## src/rtl/jt5205_sample_ctrl.sv

```systemverilog
// ADPCM sample playback sequencer: fetches packed 4-bit codes from ROM and feeds one per cen_lo.
// Latency: first nibble on the first cen_lo after the first byte lands; ROM request held until rom_ok.
// Backpressure: one byte of lookahead; a nibble due with nothing buffered sets sticky underrun and din holds.
module jt5205_sample_ctrl #(
  parameter int AW       = 17,
  parameter bit HI_FIRST = 1'b1
) (
  input  logic          rst,
  input  logic          clk,
  input  logic          cen_lo,
  input  logic          start,
  input  logic          stop,
  input  logic [AW-1:0] start_addr,
  input  logic [AW-1:0] end_addr,
  output logic [AW-1:0] rom_addr,
  output logic          rom_cs,
  input  logic          rom_ok,
  input  logic [7:0]    rom_data,
  output logic [3:0]    din,
  output logic          adpcm_rst,
  output logic          busy,
  output logic          irq,
  output logic          underrun
);

  typedef enum logic [2:0] {IDLE, PRIME, PLAY, DRAIN, DONE} state_t;

  state_t        state_q, state_d;
  // One extra bit so fetching past the top address compares as "beyond end" instead of wrapping
  logic [AW:0]   fetch_q, fetch_d;
  logic [AW-1:0] end_q, end_d;
  logic [7:0]    cur_q, cur_d, nxt_q, nxt_d;
  logic          cur_v_q, cur_v_d, nxt_v_q, nxt_v_d;
  logic          nib_sel_q, nib_sel_d;
  logic [3:0]    din_q, din_d;
  logic          arst_q, arst_d;
  logic          under_q, under_d;

  logic          fetching, accept, last_byte;
  logic [3:0]    first_nib, second_nib;

  assign fetching   = (state_q == PRIME) || (state_q == PLAY);
  assign rom_cs     = fetching && !nxt_v_q && (fetch_q <= {1'b0, end_q});
  assign accept     = rom_cs && rom_ok;
  assign last_byte  = (fetch_q > {1'b0, end_q}) && !nxt_v_q;
  assign first_nib  = HI_FIRST ? cur_q[7:4] : cur_q[3:0];
  assign second_nib = HI_FIRST ? cur_q[3:0] : cur_q[7:4];

  assign rom_addr  = fetch_q[AW-1:0];
  assign din       = din_q;
  assign adpcm_rst = arst_q;
  assign busy      = (state_q == PRIME) || (state_q == PLAY) || (state_q == DRAIN);
  assign irq       = (state_q == DONE);
  assign underrun  = under_q;

  // Next-state: ROM accept, buffer refill, nibble sequencing, then start/stop overrides
  always_comb begin
    state_d   = state_q;
    fetch_d   = fetch_q;
    end_d     = end_q;
    cur_d     = cur_q;
    cur_v_d   = cur_v_q;
    nxt_d     = nxt_q;
    nxt_v_d   = nxt_v_q;
    nib_sel_d = nib_sel_q;
    din_d     = din_q;
    arst_d    = arst_q;
    under_d   = under_q;

    if (accept) begin
      nxt_d   = rom_data;
      nxt_v_d = 1'b1;
      fetch_d = fetch_q + 1'b1;
    end
    if (!cur_v_q && nxt_v_q) begin
      cur_d   = nxt_q;
      cur_v_d = 1'b1;
      nxt_v_d = accept;
    end

    case (state_q)
      PRIME: begin
        if (cen_lo && cur_v_q) begin
          din_d     = first_nib;
          arst_d    = 1'b0;
          nib_sel_d = 1'b1;
          state_d   = PLAY;
        end
      end
      PLAY: begin
        if (cen_lo) begin
          if (nib_sel_q) begin
            din_d     = second_nib;
            cur_v_d   = 1'b0;
            nib_sel_d = 1'b0;
            if (last_byte) state_d = DRAIN;
          end else if (cur_v_q) begin
            din_d     = first_nib;
            nib_sel_d = 1'b1;
          end else begin
            under_d = 1'b1;
          end
        end
      end
      DRAIN: begin
        // Decoder still has to consume the last code at this strobe
        if (cen_lo) begin
          arst_d  = 1'b1;
          state_d = DONE;
        end
      end
      DONE:    state_d = IDLE;
      default: arst_d  = 1'b1;
    endcase

    if (stop) begin
      state_d   = IDLE;
      arst_d    = 1'b1;
      cur_v_d   = 1'b0;
      nxt_v_d   = 1'b0;
      nib_sel_d = 1'b0;
    end else if (start) begin
      end_d     = end_addr;
      fetch_d   = {1'b0, start_addr};
      under_d   = 1'b0;
      nib_sel_d = 1'b0;
      cur_v_d   = 1'b0;
      nxt_v_d   = 1'b0;
      arst_d    = 1'b1;
      state_d   = (start_addr > end_addr) ? DONE : PRIME;
    end
  end

  // State and datapath registers
  always_ff @(posedge clk or posedge rst) begin
    if (rst) begin
      state_q   <= IDLE;
      fetch_q   <= '0;
      end_q     <= '0;
      cur_q     <= '0;
      cur_v_q   <= 1'b0;
      nxt_q     <= '0;
      nxt_v_q   <= 1'b0;
      nib_sel_q <= 1'b0;
      din_q     <= '0;
      arst_q    <= 1'b1;
      under_q   <= 1'b0;
    end else begin
      state_q   <= state_d;
      fetch_q   <= fetch_d;
      end_q     <= end_d;
      cur_q     <= cur_d;
      cur_v_q   <= cur_v_d;
      nxt_q     <= nxt_d;
      nxt_v_q   <= nxt_v_d;
      nib_sel_q <= nib_sel_d;
      din_q     <= din_d;
      arst_q    <= arst_d;
      under_q   <= under_d;
    end
  end

endmodule

```

## config.mk

```make
export PLATFORM = sky130hd
export DESIGN_NAME = jt5205_sample_ctrl
export DESIGN_NICKNAME = d
export VERILOG_FILES = /design/src/rtl/jt5205_sample_ctrl.sv
export SDC_FILE = /design/constraint.sdc
export NUM_CORES = 1
export LEC_CHECK = 0
export CAP_MARGIN = 15
export CORE_UTILIZATION = 37
export CTS_CLUSTER_SIZE = 16
export DETAILED_ROUTE_END_ITERATION = 8
export PLACE_DENSITY_LB_ADDON = 0.1
export SYNTH_ARGS = -nofsm -noshare
export SYNTH_HDL_FRONTEND = slang
export SYNTH_SLANG_ARGS = --single-unit
```

## constraint.sdc

```tcl
create_clock -name clk -period 7.72 [get_ports clk]
set_clock_uncertainty 0.15 [all_clocks]
set_input_delay 1.544 -clock clk [delete_from_list [all_inputs] [get_ports clk]]
set_output_delay 1.544 -clock clk [all_outputs]
set_load 0.02 [all_outputs]
```

==> results of run 1 <==
worst min-delay path: cells and delay by family, from the launching register on:
family,cells,cell delay (ns)
DFF,1,0.35
and+or+nand+nor,2,0.10
layout by cell type, fill, tap and decap left out, types with 2 or more instances in the layout:
master,instances
nand2_1,77
clkdlybuf4s50_1,73
dfrtp_1,62
inv_1,39
o21ai_0,36
ha_1,35
a21oi_1,23
nor2_1,20
xnor2_1,17
nor3_1,10
nand4_1,9
nand3_1,9
clkbuf_8,9
mux2_4,7
o21ai_1,6
mux2i_1,6
a31oi_1,6
nor2b_1,5
and3_1,5
nand2b_1,4
nor4_4,4
a211oi_1,3
nor4_1,3
mux2_2,3
clkinvlp_4,3
inv_6,3
o31ai_1,2
nor4b_1,2
buf_4,2
power by group:
group / switching (mW) / internal, mW / total (mW) / leakage [nW]
Clock: 0.147 / 0.119 / 0.266 / 0.0827
Sequential: 0.0513 / 0.394 / 0.445 / 0.797
Combinational: 0.149 / 0.143 / 0.291 / 1.25
metrics by stage:
stage | hold slack (ns) | utilization
finish | 0.3326 | 0.4711
floorplan | 0.2848 | -
CTS | 0.3347 | 0.4711
global placement | 0.3030 | 0.4542
detailed placement | 0.3085 | 0.4542
global route | 0.3573 | 0.4711
flip-flops by register name, indices dropped and copies added (netlist names):
signal / count
nxt_v_q: 1
nib_sel_q: 1
state_q: 3
cur_v_q: 1
cur_q: 8
underrun: 1
end_q: 17
nxt_q: 8
adpcm_rst: 1
din: 4
fetch_q: 18
per-layer routing:
layer | global-route usage | up-vias
met5 | 0 | -
met4 | 0.06164 | 0
met1 | 0.2510 | 1485
met3 | 0.03222 | 12
li1 | - | 1633
met2 | 0.2691 | 73
cell type report:
type,instances,area [um2]
multi-input cells,312,2130
flip-flops and latches,63,1578
clock inverters,7,53.80
clock buffers,9,123.9
repair buffers,75,745.7
well taps,136,170.2
fillers,1012,5558
inverters,40,150.1
worst paths after layout:
kind                                  startpoint               endpoint  slack [ns]  depth (start not counted)
setup reg to reg            fetch_q[7]$_DFF_PP0_   nxt_q[7]$_DFFE_PP0P_        4.55                          7
min in group asynchronous                    rst   cur_q[2]$_DFFE_PP0P_        1.61                          3
setup / recovery           fetch_q[15]$_DFF_PP0_                 rom_cs        2.91                          7
hold reg to reg             cur_q[0]$_DFFE_PP0P_   cur_q[0]$_DFFE_PP0P_        0.33                          2
max in group asynchronous                    rst  fetch_q[11]$_DFF_PP0_        5.28                          3
hold / removal              cur_q[0]$_DFFE_PP0P_   cur_q[0]$_DFFE_PP0P_        0.33                          2
kinds of logic after synthesis:
kind of cell	synth area share
AND/OR/NAND/NOR	0.1958
AO/OA/AOI/OAI	0.1325
buffers and inverters	0.09127
flip-flops	0.3875
adder cells (fa/ha/maj)	0.1076
XOR/XNOR	0.03657
multiplexers	0.04886
==> results_dict.tcl, run 1 <==
set metrics [dict create \
    worstMarginPinSlew_ns 0.8239 \
    drv_slew 0 \
    maxSlewHeadroom 0.4507 \
    slowest_stage "a22oi_4" \
    core_mm2 0.01051 \
    powerDensity_mw_per_mm2 202.4 \
    rsz0062_at_grt "no" \
    finalCritPeriodShare 0.6232 \
    finalWorstSetupSlack_ns 2.909 \
    async_flop_share 1.000 \
    drv_cap 0 \
    worstHoldPathType "reg2reg" \
    gr-total-overflow 0 \
    yosysTopAreaCellShare 0.3811 \
    grt.total_usage 0.1769 \
    cts_setup_buffers 0 \
    ys_types 47 \
    syn_inst 451 \
    cp_cell_sequence "ha_1, nand4b_4, nor4_4, o31ai_1, a22oi_4, nor2b_1, clkdlybuf4s50_1" \
    cpPeakStageDelay_ns 0.58 \
    firstDrtPassIters 4 \
    outcome "finished clean" \
    fin_cells 642 \
    cts_resized 0 \
    grt_pass1_vias 3191 \
    highest_layer "met4" \
    cts_tree "yes" \
    vdd.ir_drop.worst_v 0.0001118 \
    ys_warn_count 0 \
    yosysTopAreaCell "dfrtp_1" \
    synth_edf_count 0 \
    ant_nets 0 \
    gp_congestion 0.8189 \
    route.met2.wl_um 4062 \
    die_h_um 106.9 \
    drc 0 \
    critPathRequiredTime_ns 6.03 \
    cts-root-buf "clkbuf_8" \
    fp-row-count 37 \
    syn_area_mm2 0.004071 \
    synth_ff_type "dfrtp_1" \
    io_buffer_count 73 \
    p_leak_nw 2.134 \
    drive_gt1_frac 0.08103 \
    dr_wl_met3_um 390 \
    wl_per_cell_um 14.41 \
    path_buf_inv 1 \
    cp.arrival_ns 3.12 \
    yosysMostFrequentCell "nand2_1" \
    synth-seq-cells 63 \
    cp_max_fo 18 \
    yosys-top-cells-count "nand2_1, dfrtp_1, inv_1, o21ai_0, ha_1" \
    grt_first_pass_wirelength_um 15640 \
    power_mw 1.002 \
    hold_buffers 0 \
    antenna_found_initial 0 \
    crit_family "compound AO/OA/AOI/OAI gates" \
    setup_viol 0 \
    diodes 0 \
    cts.sinks 63 \
    grt_max_degree 68 \
    final_hold_viol_count 0 \
    finalCriticalPeriod_ns 4.811 \
    synth.avg_cell_area_um2 9.028 \
    place_ws_ns 3.256 \
    fin_tns_setup_ns 0 \
    route.vias.total 3203 \
    placed_area_mm2 0.004773 \
    start_kind "flop" \
    insertion_delay_ns 0.35 \
    wirelength_um 9253 \
    post_drt_via_cell_ratio 4.989 \
    h-tree-depth 3 \
    dpl.hpwl_um 6896 \
    layout-area-overhead-vs-synth_pct 21.60 \
    critPathCaptureType "output port" \
    wl_met1_um 4661 \
    dr.first_iter.drc_count 155 \
    cts_max_path_buffers 2 \
    placed_cells 626 \
    dieWidth_um 106.9 \
    io_pins 74 \
    ys_seq_area_frac 0.3875 \
    synthTopCellsByArea "dfrtp_1, ha_1, nand2_1, o21ai_0, inv_1" \
    path_clk_slew_ns 0.07 \
    design_area_mm2 0.004951 \
    start_util 0.3874 \
    numCtsBuffers 9 \
    die_area_mm2 0.01143 \
    max_freq_mhz 207.8 \
    layout.nets 584 \
    synth_nets 534 \
    path_class "reg2out" \
]
Note: power is estimated with default switching activity, not from simulation.
==> run 2: changes to the inputs <==
==> constraint.sdc (replaced) <==
create_clock -name clk -period 4.82 [get_ports clk]
set_clock_uncertainty 0.15 [all_clocks]
set_input_delay 0.964 -clock clk [delete_from_list [all_inputs] [get_ports clk]]
set_output_delay 0.964 -clock clk [all_outputs]
set_load 0.02 [all_outputs]
==> run 2 against run 1 <==
- routed wire length increased by 0.39%
- register-to-register slack got worse by 2.9 ns
- highest routed layer unchanged
- clock power increased by 58%
- setup slack got worse by 1.9 ns
- non-clock buffer count increased by 3
- critical path type unchanged
- power increased by 60%
- largest power group unchanged
- via count increased by 2.1%
- critical endpoint unchanged
- clock-buffer cell count unchanged
==> results_dict.tcl, run 2 (synthesized netlist as in run 1, its figures left out) <==
set metrics [dict create \
    setup_viol 0 \
    hold_buffers 0 \
    firstDrtPassIters 4 \
    vdd.ir_drop.worst_v 0.0001643 \
    power_frac_clock 0.262 \
    numCtsBuffers 9 \
    max_freq_mhz 260.0 \
    ant_nets 0 \
    cts_setup_buffers 0 \
    grt_max_degree 49 \
    p_sw_uw 550.4 \
    critPathCaptureType "output port" \
    switching_share 0.3425 \
    layout_common_cells "nand2_1, clkdlybuf4s50_1, dfrtp_1" \
    p_int_mw 1.057 \
    start_kind "flop" \
    power_mw 1.607 \
    route.vias.total 3270 \
    cp.arrival_ns 2.73 \
    largest_register "fetch_q" \
    finalCritPeriodShare 0.7981 \
    gr-total-overflow 0 \
    die_h_um 106.9 \
    cts-root-buf "clkbuf_8" \
    final_hold_viol_count 0 \
    layout-area-overhead-vs-synth_pct 22.50 \
    cts.sinks 63 \
    grt_pass1_vias 3310 \
    cpPeakStageDelay_ns 0.61 \
    io_pins 74 \
    io_buffer_count 73 \
    cts_tree "yes" \
    die_area_mm2 0.01143 \
    post_drt_via_cell_ratio 5.070 \
    cts_max_path_buffers 2 \
    core_mm2 0.01051 \
    worstHoldPathType "reg2reg" \
    final_common_cell "nand2_1" \
    p_leak_nw 2.158 \
    path_clk_slew_ns 0.08 \
    fin_tns_setup_ns 0 \
    critPathRequiredTime_ns 3.71 \
    path_buf_inv 1 \
    cp_cell_sequence "ha_1, a21oi_1, o21ai_0, a2111oi_4, a22oi_4, nor2b_1, clkdlybuf4s50_1" \
    antenna_found_initial 0 \
    fp-row-count 37 \
    grt.total_usage 0.1773 \
    comb_power_share 0.295 \
    insertion_delay_ns 0.34 \
    dieWidth_um 106.9 \
    top_regs "fetch_q (18), end_q (17)" \
    finalCriticalPeriod_ns 3.847 \
    start_util 0.3874 \
    drive_gt1_frac 0.08644 \
    wirelength_um 9289 \
    path_class "reg2out" \
    largest_reg_flops 18 \
    dpl.hpwl_um 7096 \
    drc 0 \
    drv_slew 0 \
    rsz0062_at_grt "no" \
    wl_per_cell_um 14.40 \
    h-tree-depth 3 \
    grt_first_pass_wirelength_um 15880 \
    powerDensity_mw_per_mm2 322.2 \
    worstMarginPinSlew_ns 0.8377 \
    dr.first_iter.drc_count 77 \
    outcome "finished clean" \
    p_seq_frac 0.443 \
    drv_cap 0 \
    diodes 0 \
    layout.nets 587 \
    cp_max_fo 7 \
    cts_resized 0 \
    crit_family "compound AO/OA/AOI/OAI gates" \
    slowest_stage "clkdlybuf4s50_1" \
    gp_congestion 0.8116 \
    maxSlewHeadroom 0.4402 \
]
-- run 2: cell types whose count changed in the layout (fill, tap and decap cells not counted), sizes merged --
cell and delta:
clkinv +1, clkinvlp -1, buf +3
-- run 2: final timing paths --
path                                            from                     to  slack (ns)  cells past startpoint
worst max-delay path            fetch_q[7]$_DFF_PP0_                 rom_cs        0.97                      7
worst min-delay path            cur_q[0]$_DFFE_PP0P_   cur_q[0]$_DFFE_PP0P_        0.33                      2
worst max register to register  fetch_q[7]$_DFF_PP0_   nxt_q[7]$_DFFE_PP0P_        1.60                      8
worst min register to register  cur_q[0]$_DFFE_PP0P_   cur_q[0]$_DFFE_PP0P_        0.33                      2
max in group asynchronous                        rst  adpcm_rst$_DFFE_PP1P_        2.94                      4
min in group asynchronous                        rst   nxt_q[0]$_DFFE_PP0P_        0.73                      2
-- run 2: tightest hold or removal path: cells and delay by family, from the launching register on --
family / cells / cell delay [ns]
DFF: 1 / 0.35
and+or+nand+nor: 2 / 0.10
-- run 2: through the flow --
step	utilization	setup WS (ns)	hold slack (ns)	std cells	area (um2)
2_1_floorplan	-	1.671	0.2848	451	4071
3_3_place_gp	0.4556	1.154	0.3046	628	4788
3_5_place_dp	0.4556	1.088	0.3152	628	4788
4_1_cts	0.4727	0.8979	0.3252	644	4967
5_1_grt	0.4746	0.7584	0.3549	645	4987
6_report	0.4746	0.9732	0.3276	645	4987
-- run 2: final cells by class --
class,count,area (um2)
clock inverters,7,55.05
clock buffers,9,123.9
inverters,40,150.1
flip-flops and latches,63,1578
well taps,136,170.2
repair buffers,78,780.7
fillers,1030,5522
multi-input cells,312,2130
-- run 2: power groups by stage --
stage / Combinational, mW / Clock, mW / Sequential, mW
floorplan: 0.358 / 0 / 0.694
detailed placement: 0.477 / 0 / 0.724
global placement: 0.471 / 0 / 0.721
finish: 0.474 / 0.421 / 0.713
global route: 0.529 / 0.458 / 0.732
CTS: 0.480 / 0.437 / 0.714
-- run 2: routing by layer --
layer  vias up  share of wire  routed length (um)  GRT usage
met2        73           0.47                4334     0.2866
met5         -              0                   0          0
li1       1642              -                   -          -
met3        10          0.040                 371    0.03830
met4         0          0.014                 133    0.04990
met1      1545           0.48                4450     0.2384
